===== src/rtl/intt_butterfly_seq.sv =====
`timescale 1ns/1ps
`default_nettype none
// ============================================================================
// Module      : intt_butterfly_seq
// Description : Sequencer and coefficient buffer for an external combinational
//               INTT processing element. Loads LEN residues, runs LOGLEN
//               Gentleman-Sande stages in place (two PE operations per
//               butterfly) and streams the finished block out.
//               Optional macro INTT_SCALE_EN adds a final LEN^-1 scaling pass.
// Revision    : 1.0 - initial release
// ============================================================================
module intt_butterfly_seq #(
    parameter int N      = 9,
    parameter int LOGLEN = 3,
    parameter int NINV   = 225
) (
    input  logic              clk,
    input  logic              rst,
    input  logic              in_valid,
    output logic              in_ready,
    input  logic [N-1:0]      in_data,
    output logic              out_valid,
    input  logic              out_ready,
    output logic [N-1:0]      out_data,
    output logic [N-1:0]      pe_a,
    output logic [N-1:0]      pe_b,
    output logic [N-1:0]      pe_c,
    output logic              pe_sub,
    input  logic [N-1:0]      pe_s,
    output logic [LOGLEN-2:0] tw_addr,
    input  logic [N-1:0]      tw_data,
    output logic              busy
);

    localparam int              LEN    = 1 << LOGLEN;
    localparam logic [N-1:0]    C_NINV = N'(NINV);
    localparam logic [N-1:0]    C_ONE  = N'(1);

    typedef enum logic [2:0] {
        S_LOAD = 3'd0,
        S_OP0  = 3'd1,
        S_OP1  = 3'd2,
        S_OUT  = 3'd3
`ifdef INTT_SCALE_EN
        ,
        S_SCALE = 3'd4
`endif
    } state_t;

    state_t              state_q, state_d;
    logic [LOGLEN-1:0]   cnt_q, cnt_d;     // load / scale / output index
    logic [LOGLEN-1:0]   st_q, st_d;       // current stage
    logic [LOGLEN-1:0]   i_q, i_d;         // butterfly upper index

    logic [N-1:0]        buf_q [LEN];
    logic [N-1:0]        ha_q, hb_q;

    // Buffer and hold-register write controls produced by the FSM
    logic                buf_we;
    logic [LOGLEN-1:0]   buf_waddr;
    logic [N-1:0]        buf_wdata;
    logic                hold_we;

    // Butterfly index arithmetic for the current stage
    logic [LOGLEN-1:0]   w_half;
    logic [LOGLEN-1:0]   w_p;
    logic [LOGLEN-1:0]   w_j;
    logic [LOGLEN-1:0]   w_sh;
    logic [LOGLEN-1:0]   w_tw_full;
    logic [LOGLEN-1:0]   w_i_inc;
    logic [LOGLEN-1:0]   w_i_next;
    logic                w_last_i;
    logic                w_last_st;
    logic                w_last_cnt;

`ifndef INTT_SCALE_EN
    // NINV only matters when the scaling pass is built in
    logic                w_unused_ninv;
    assign w_unused_ninv = ^C_NINV;
`endif

    assign w_half     = LOGLEN'(1) << st_q;
    assign w_p        = i_q | w_half;
    assign w_j        = i_q & (w_half - LOGLEN'(1));
    assign w_sh       = LOGLEN'(LOGLEN - 1) - st_q;
    assign w_tw_full  = w_j << w_sh;
    // Skip over indices whose stage bit is set: the carry into bit st is
    // pushed past it by adding half once more.
    assign w_i_inc    = i_q + LOGLEN'(1);
    assign w_i_next   = ((w_i_inc & w_half) != '0) ? (w_i_inc + w_half) : w_i_inc;
    assign w_last_i   = &w_p;
    assign w_last_st  = (st_q == LOGLEN'(LOGLEN - 1));
    assign w_last_cnt = &cnt_q;

    assign in_ready  = (state_q == S_LOAD);
    assign out_valid = (state_q == S_OUT);
    assign busy      = (state_q != S_LOAD);
    assign out_data  = buf_q[cnt_q];

    // State, counters and indices; the only registers that take reset
    always_ff @(posedge clk) begin
        if (rst) begin
            state_q <= S_LOAD;
            cnt_q   <= '0;
            st_q    <= '0;
            i_q     <= '0;
        end else begin
            state_q <= state_d;
            cnt_q   <= cnt_d;
            st_q    <= st_d;
            i_q     <= i_d;
        end
    end

    // Coefficient buffer and butterfly hold registers (contents survive reset)
    always_ff @(posedge clk) begin
        if (buf_we) begin
            buf_q[buf_waddr] <= buf_wdata;
        end
        if (hold_we) begin
            ha_q <= buf_q[i_q];
            hb_q <= buf_q[w_p];
        end
    end

    // Next-state, PE operand drive and buffer write selection
    always_comb begin
        state_d   = state_q;
        cnt_d     = cnt_q;
        st_d      = st_q;
        i_d       = i_q;
        pe_a      = '0;
        pe_b      = '0;
        pe_c      = '0;
        pe_sub    = 1'b0;
        tw_addr   = '0;
        buf_we    = 1'b0;
        buf_waddr = '0;
        buf_wdata = '0;
        hold_we   = 1'b0;

        case (state_q)
            S_LOAD: begin
                if (in_valid) begin
                    buf_we    = 1'b1;
                    buf_waddr = cnt_q;
                    buf_wdata = in_data;
                    if (w_last_cnt) begin
                        cnt_d   = '0;
                        st_d    = '0;
                        i_d     = '0;
                        state_d = S_OP0;
                    end else begin
                        cnt_d = cnt_q + LOGLEN'(1);
                    end
                end
            end

            S_OP0: begin
                // Sum half of the butterfly: buf[i] <- buf[i] + buf[p]
                pe_a      = buf_q[i_q];
                pe_b      = buf_q[w_p];
                pe_c      = C_ONE;
                tw_addr   = w_tw_full[LOGLEN-2:0];
                buf_we    = 1'b1;
                buf_waddr = i_q;
                buf_wdata = pe_s;
                hold_we   = 1'b1;
                state_d   = S_OP1;
            end

            S_OP1: begin
                // Difference half from the held originals: buf[p] <- (a-b)*w
                pe_a      = ha_q;
                pe_b      = hb_q;
                pe_c      = tw_data;
                pe_sub    = 1'b1;
                tw_addr   = w_tw_full[LOGLEN-2:0];
                buf_we    = 1'b1;
                buf_waddr = w_p;
                buf_wdata = pe_s;
                if (w_last_i) begin
                    i_d = '0;
                    if (w_last_st) begin
                        st_d  = '0;
                        cnt_d = '0;
`ifdef INTT_SCALE_EN
                        state_d = S_SCALE;
`else
                        state_d = S_OUT;
`endif
                    end else begin
                        st_d    = st_q + LOGLEN'(1);
                        state_d = S_OP0;
                    end
                end else begin
                    i_d     = w_i_next;
                    state_d = S_OP0;
                end
            end

`ifdef INTT_SCALE_EN
            S_SCALE: begin
                pe_a      = buf_q[cnt_q];
                pe_b      = '0;
                pe_c      = C_NINV;
                buf_we    = 1'b1;
                buf_waddr = cnt_q;
                buf_wdata = pe_s;
                if (w_last_cnt) begin
                    cnt_d   = '0;
                    state_d = S_OUT;
                end else begin
                    cnt_d = cnt_q + LOGLEN'(1);
                end
            end
`endif

            S_OUT: begin
                if (out_ready) begin
                    if (w_last_cnt) begin
                        cnt_d   = '0;
                        state_d = S_LOAD;
                    end else begin
                        cnt_d = cnt_q + LOGLEN'(1);
                    end
                end
            end

            default: begin
                state_d = S_LOAD;
                cnt_d   = '0;
                st_d    = '0;
                i_d     = '0;
            end
        endcase
    end

endmodule
`default_nettype wire


===== config.mk =====
export PLATFORM = sky130hd
export DESIGN_NAME = intt_butterfly_seq
export DESIGN_NICKNAME = d
export VERILOG_FILES = /design/src/rtl/intt_butterfly_seq.sv
export SDC_FILE = /design/constraint.sdc
export NUM_CORES = 1
export LEC_CHECK = 0
export ABC_AREA = 1
export BUFFER_PORTS_ARGS = -buffer_cell sky130_fd_sc_hd__buf_2
export CAP_MARGIN = 20
export CORE_MARGIN = 8
export CORE_UTILIZATION = 35
export DETAILED_ROUTE_END_ITERATION = 10
export SETUP_SLACK_MARGIN = 0.5
export SLEW_MARGIN = 20
export SYNTH_ARGS = -nofsm -noshare
export SYNTH_HDL_FRONTEND = slang
export SYNTH_SLANG_ARGS = --single-unit

===== constraint.sdc =====
create_clock -name clk -period 3.2 [get_ports clk]
set_input_delay 0.8 -clock clk [delete_from_list [all_inputs] [get_ports clk]]
set_output_delay 0.8 -clock clk [all_outputs]
set_load 0.1 [all_outputs]

==> results of run 1 <==
## flip-flops by register name, summed over array words and instances (netlist names), named ones only
register,cells
cnt_q,3
state_q,2
st_q,3
hb_q,9
buf_q,72
i_q,3
ha_q,9
## stage by stage
| stage | total power (uW) | cells | TNS, ps |
|---|---|---|---|
| 2_1_floorplan | 6314 | 876 | 0 |
| 5_1_grt | 10070 | 1205 | -787.6 |
| 3_5_place_dp | 7926 | 1155 | 0 |
| 4_1_cts | 9316 | 1186 | 0 |
| 3_3_place_gp | 7903 | 1155 | 0 |
| 6_report | 9576 | 1205 | -18.76 |
## cell families (layout without fill, tap and decap cells)
| family | Yosys count | count (layout) | share of synthesized area [%] |
|---|---|---|---|
| and+or+nand+nor | 433 | 433 | 26.96 |
| xor gates and xnor gates | 2 | 2 | 0.2651 |
| AOI/OAI and AO/OA | 159 | 159 | 13.29 |
| DFF | 107 | 107 | 46.04 |
| adders and majority gates | 18 | 18 | 3.521 |
| buffers and inverters | 157 | 252 | 9.921 |
## power breakdown
group | switching (uW) | internal, uW | total (uW)
Sequential | 176 | 2030 | 2210
Combinational | 4200 | 2070 | 6270
Clock | 553 | 544 | 1100
Total | 4930 | 4650 | 9580
## per-layer routing
metal / vias to the layer above / routed length [um]
met2: 267 / 8500
li1: 3045 / -
met5: - / 0
met3: 27 / 1456
met4: 0 / 409
met1: 2786 / 9705
## synthesized netlist by cell type, types with 2 or more instances
cell type    n
nand2_1    283
buf_6        4
o22ai_2      2
and2_1       9
o21ai_1      3
o21ai_0     50
clkinv_1     3
a21oi_1     76
buf_2       22
ha_1        17
dfxtp_1     17
nand3_1     71
edfxtp_1    90
buf_1        2
a31oi_1      9
nor3_1       3
clkbuf_1    16
inv_1      105
o211ai_1    15
nand2_4      2
inv_2        3
nand2_2      5
nor2_1      56
## worst max-delay path by stage
stage / to / from / cells past startpoint / slack, ps
3_5_place_dp: pe_b[8] / st_q[0] / 16 / 340
5_1_grt: pe_b[1] / st_q[0] / 16 / -120
3_3_place_gp: pe_b[2] / st_q[0] / 16 / 380
2_1_floorplan: pe_b[0] / st_q[0] / 16 / 220
6_report: pe_b[4] / st_q[0] / 16 / -10
4_1_cts: pe_b[4] / st_q[0] / 16 / 40
## worst max-delay path, delay by kind of cell (launching register included)
family	cells	cell delay, ps
AOI/OAI and AO/OA	1	170
buffers and inverters	6	640
DFF	1	360
and+or+nand+nor	7	520
adders and majority gates	2	350
## final cells by class
cell class / count / area (sq um) / area share, %
well taps: 234 / 292.8 / 3.232
flip-flops and latches: 107 / 3064 / 33.82
repair buffers: 120 / 1434 / 15.83
clock inverters: 7 / 57.56 / 0.6353
inverters: 112 / 462.9 / 5.110
repair inverters: 4 / 31.28 / 0.3453
clock buffers: 9 / 225.2 / 2.486
multi-input cells: 612 / 3492 / 38.54
## repair_timing
action / in CTS / in global routing
resized for setup: 63 / 42
pin swaps: 33 / 13
gates cloned: 5 / 6
setup buffers: 10 / 13
endpoints found under the setup margin: 66 / 38
==> flow_metrics.tcl, run 1 <==
set metrics [dict create \
    use_met2_pct 23.61 \
    r2r-start "st_q[0]" \
    cts_tree "yes" \
    violations "negative setup slack" \
    rows 50 \
    avgRoutedWirePerCell_um 16.66 \
    holdWs_ps 537.0 \
    critPathMaxFanout 8 \
    power_density_nw_per_um2 1057 \
    clk_latency_ps 360 \
    crit_path_max_incr_delay_ps 360 \
    slew_viol_final 0 \
    synth_seq_cells 107 \
    slew_headroom_pct 56.01 \
    drive_gt1_share_pct 25.95 \
    cap_violations 0 \
    hold_depth 2 \
    overflow 0 \
    period_needed_ps 3215 \
    core_sq_um 18640 \
    n_fill_cell 1760 \
    end_kind "primary output" \
    yosysTopAreaCell "edfxtp_1" \
    hp-class "flip-flop to flip-flop" \
    antenna_cells 0 \
    cp.required_ps 2400 \
    clockRootBuffer "clkbuf_16" \
    worstSetupStartpointType "flip-flop" \
    synthArstFlopShare_pct 0 \
    fp.dieW_um 153.4 \
    place_area_sq_um 8028 \
    grt_pass1_vias 5644 \
    grt_first_pass_wirelength_mm 31.13 \
    regToRegSetupSlack_ps 620 \
    rsz0062_at_grt "true" \
    syn_nets 925 \
    finalCritPeriodShare_pct 100.5 \
    met3_usage_pct 3.129 \
    io_buffers 72 \
    grtUsageMet1_pct 24.36 \
    netlist_area_sq_um 6609 \
    dr.pass1.iters 5 \
    rr_worst_depth 12 \
    post-route-util_pct 48.60 \
    clk_pin_slew_ps 80 \
    syn_to_final_growth_pct 37.09 \
    worstSetupPathType "flip-flop to primary output" \
    outcome "finished, violations left" \
    ios 73 \
    path_cells "inv_4 -> ha_4 -> inv_2 -> nor2_4 -> inv_2 -> ha_4 -> buf_12 -> buf_16 -> nor2_2 -> nor2_1 -> nand2_1 -> nand3_1 -> nand2_2 -> nand2_2 -> a21oi_4 -> buf_12" \
    min-delay-start "i_q[0]" \
    initial_core_util_pct 35.45 \
    cp_data_arrival_time_ps 2410 \
    die_area_sq_um 23540 \
    drc 0 \
    synth_warnings 0 \
    antenna_found_initial 0 \
    p_leak_uw 0.003820 \
    finalInstanceArea_sq_um 9060 \
    finalSetupViolCount 2 \
    fin_worst_skew_ps 7.490 \
    place.gp.congestion 0.8491 \
    nNetsFinal 1015 \
    hold_buffers 0 \
    seq_area_frac_synth_pct 46.04 \
    syn_area_per_cell_sq_um 7.544 \
    worst_pin_slew_ps 659.9 \
    cts_buffers 9 \
    cts_max_path_buffers 2 \
    synth_top_flop_cell "edfxtp_1" \
    synth.area.top_cells "edfxtp_1 41%, nand2_1 16%, inv_1 6.0%, a21oi_1 5.8%, nand3_1 5.4%" \
    dp.final_hpwl_mm 13.94 \
    hold_violations 0 \
    syn_inst 876 \
    avgViaCountPerCell 5.083 \
    synth-edff-count 90 \
    grt_most_used_layer "met1" \
    die-height_um 153.4 \
    synth_cell_types 36 \
    antenna_left 0 \
    cts_sinks 107 \
    grt_usage_pct 16.50 \
    max_freq_mhz 311.1 \
    r2r-end "buf_q[6][5]" \
    vias 6125 \
    post-place-ws_ps 342.2 \
    ctsHtreeMaxLevel 3 \
    mostFrequentLayoutCell "nand2_1" \
    drt-total-wl_mm 20.07 \
    grt_max_degree 49 \
    yosysTopAreaCellShare_pct 40.89 \
    final_cell_mix "260 x nand2_1, 96 x inv_1, 90 x edfxtp_1" \
    setup_slack_ps -14.75 \
    cp_slowest_cell "dfxtp_4" \
    ir_worst_vdd_mv 0.7479 \
    drt-initial-drc-count 810 \
]
(Power assumes the default switching activity.)
==> run 2: changes to the inputs <==
==> constraint.sdc (replaced) <==
create_clock -name clk -period 3.04 [get_ports clk]
set_input_delay 0.76 -clock clk [delete_from_list [all_inputs] [get_ports clk]]
set_output_delay 0.76 -clock clk [all_outputs]
set_load 0.1 [all_outputs]
==> run 2 against run 1 <==
  * The run now ends clean
  * Sequential cell count unchanged
  * Wire length grew 2.2%
  * First-iteration DRC count grew 4.2%
  * Die area unchanged
  * Register-to-register slack better by 220 ps
  * Largest cell class unchanged
  * Largest power group unchanged
==> flow_metrics.tcl, run 2 (synthesis gave the netlist of run 1 again) <==
set metrics [dict create \
    reg_top3 "buf_q x72, ha_q x9, hb_q x9" \
    worstSetupPathType "flip-flop to primary output" \
    ctsHtreeMaxLevel 3 \
    fp.dieW_um 153.4 \
    syn_to_final_growth_pct 40.87 \
    post-place-cells 1160 \
    grt_pass1_vias 5539 \
    die-height_um 153.4 \
    antenna_found_initial 0 \
    period_needed_ps 3035 \
    cts_buffers 9 \
    overflow 0 \
    mostFrequentLayoutCell "nand2_1" \
    worst_pin_slew_ps 694.6 \
    rows 50 \
    antenna_cells 0 \
    cts_tree "yes" \
    cap_violations 0 \
    clk_pin_slew_ps 70 \
    ios 73 \
    grt_first_pass_wirelength_mm 30.62 \
    post-route-util_pct 49.94 \
    hp-class "flip-flop to flip-flop" \
    grt_max_degree 49 \
    ir_worst_vdd_mv 0.6760 \
    p_leak_uw 0.003911 \
    fin_worst_skew_ps 15.87 \
    io_buffers 72 \
    clockRootBuffer "clkbuf_16" \
    dp.final_hpwl_mm 13.90 \
    outcome "completed" \
    drt-total-wl_mm 20.51 \
    power_density_nw_per_um2 1108 \
    fin_cells 1218 \
    initial_core_util_pct 35.45 \
    vias 6227 \
    avgViaCountPerCell 5.112 \
    drc 0 \
    cts_sinks 107 \
    hold_violations 0 \
    rsz0062_at_grt "true" \
    nNetsFinal 1028 \
    drt-initial-drc-count 844 \
    power_uw 10310 \
    slew_headroom_pct 53.69 \
    drive_gt1_share_pct 29.37 \
    setup_slack_ps 4.970 \
    hold_buffers 0 \
    cp_data_arrival_time_ps 2280 \
    end_kind "primary output" \
    die_area_sq_um 23540 \
    largest_reg_flops 72 \
    clk_latency_ps 360 \
    finalCritPeriodShare_pct 99.84 \
    finalSetupViolCount 0 \
    post-place-ws_ps 291.6 \
    final_cell_mix "262 x nand2_1, 97 x inv_1, 90 x edfxtp_1" \
    cp.required_ps 2280 \
    cts_max_path_buffers 2 \
    avgRoutedWirePerCell_um 16.84 \
    dr.pass1.iters 5 \
    worstSetupStartpointType "flip-flop" \
    place.gp.congestion 0.8634 \
    largest-register "buf_q" \
    antenna_left 0 \
    slew_viol_final 0 \
    max_freq_mhz 329.5 \
    grt_usage_pct 16.23 \
    core_sq_um 18640 \
    critPathMaxFanout 32 \
]
[run 2: critical path, cell delays in order (launching register included)]
cell	delay [ps]
dfxtp_4	360
inv_4	40
ha_4	150
inv_2	60
nor2_4	40
inv_2	80
ha_4	180
buf_12	190
nand2_1	70
inv_1	50
nor2_1	40
nand2_1	80
nand3_2	80
nand2_2	80
nand2_2	60
a21oi_4	150
buf_12	190
[run 2: timing repair]
action / CTS / global route
endpoints found under the setup margin: 38 / 32
cloned: 2 / 11
pin swaps: 21 / 28
resized for setup: 66 / 88
buffers inserted: 18 / 11
[run 2: final cells by class]
type | instances | area (sq um)
clock inverter | 7 | 67.56
inverter | 112 | 467.9
multi-input combinational | 612 | 3625
timing repair inverter | 5 | 60.06
sequential | 107 | 3063
clock buffer | 9 | 225.2
timing repair buffer | 132 | 1509
tap | 234 | 292.8
fill | 1660 | 9333
[run 2: per-stage QoR]
step           TNS (ps)  instance area (sq um)  hold slack [ps]
2_1_floorplan         0                   7098            482.9
3_3_place_gp          0                   8078            503.0
3_5_place_dp          0                   8078            506.4
4_1_cts               0                   8771            535.6
5_1_grt           -1126                   9310            589.0
6_report              0                   9310            528.4
[run 2: final timing paths]
kind / from / endpoint / slack [ps] / cells after the start
worst min register to register: cnt_q[0] / flip-flop / 530 / 2
worst min-delay path: cnt_q[0] / flip-flop / 530 / 2
worst max-delay path: st_q[0] / pe_b[0] / 5 / 16
worst max register to register: state_q[0] / buf_q[0][2] / 840 / 8
[run 2: routing by layer]
metal | up-vias | global-route usage, % | routed length (um)
li1 | 3060 | - | -
met1 | 2809 | 23.76 | 9326
met2 | 316 | 23.65 | 8992
met3 | 42 | 2.904 | 1728
met4 | 0 | 5.086 | 466
met5 | - | 0 | 0
[run 2: report_power, final]
| part | switching (uW) | internal, uW |
|---|---|---|
| sequential | 181 | 2140 |
| clock | 588 | 579 |
| combinational | 4560 | 2270 |
| total | 5330 | 4990 |
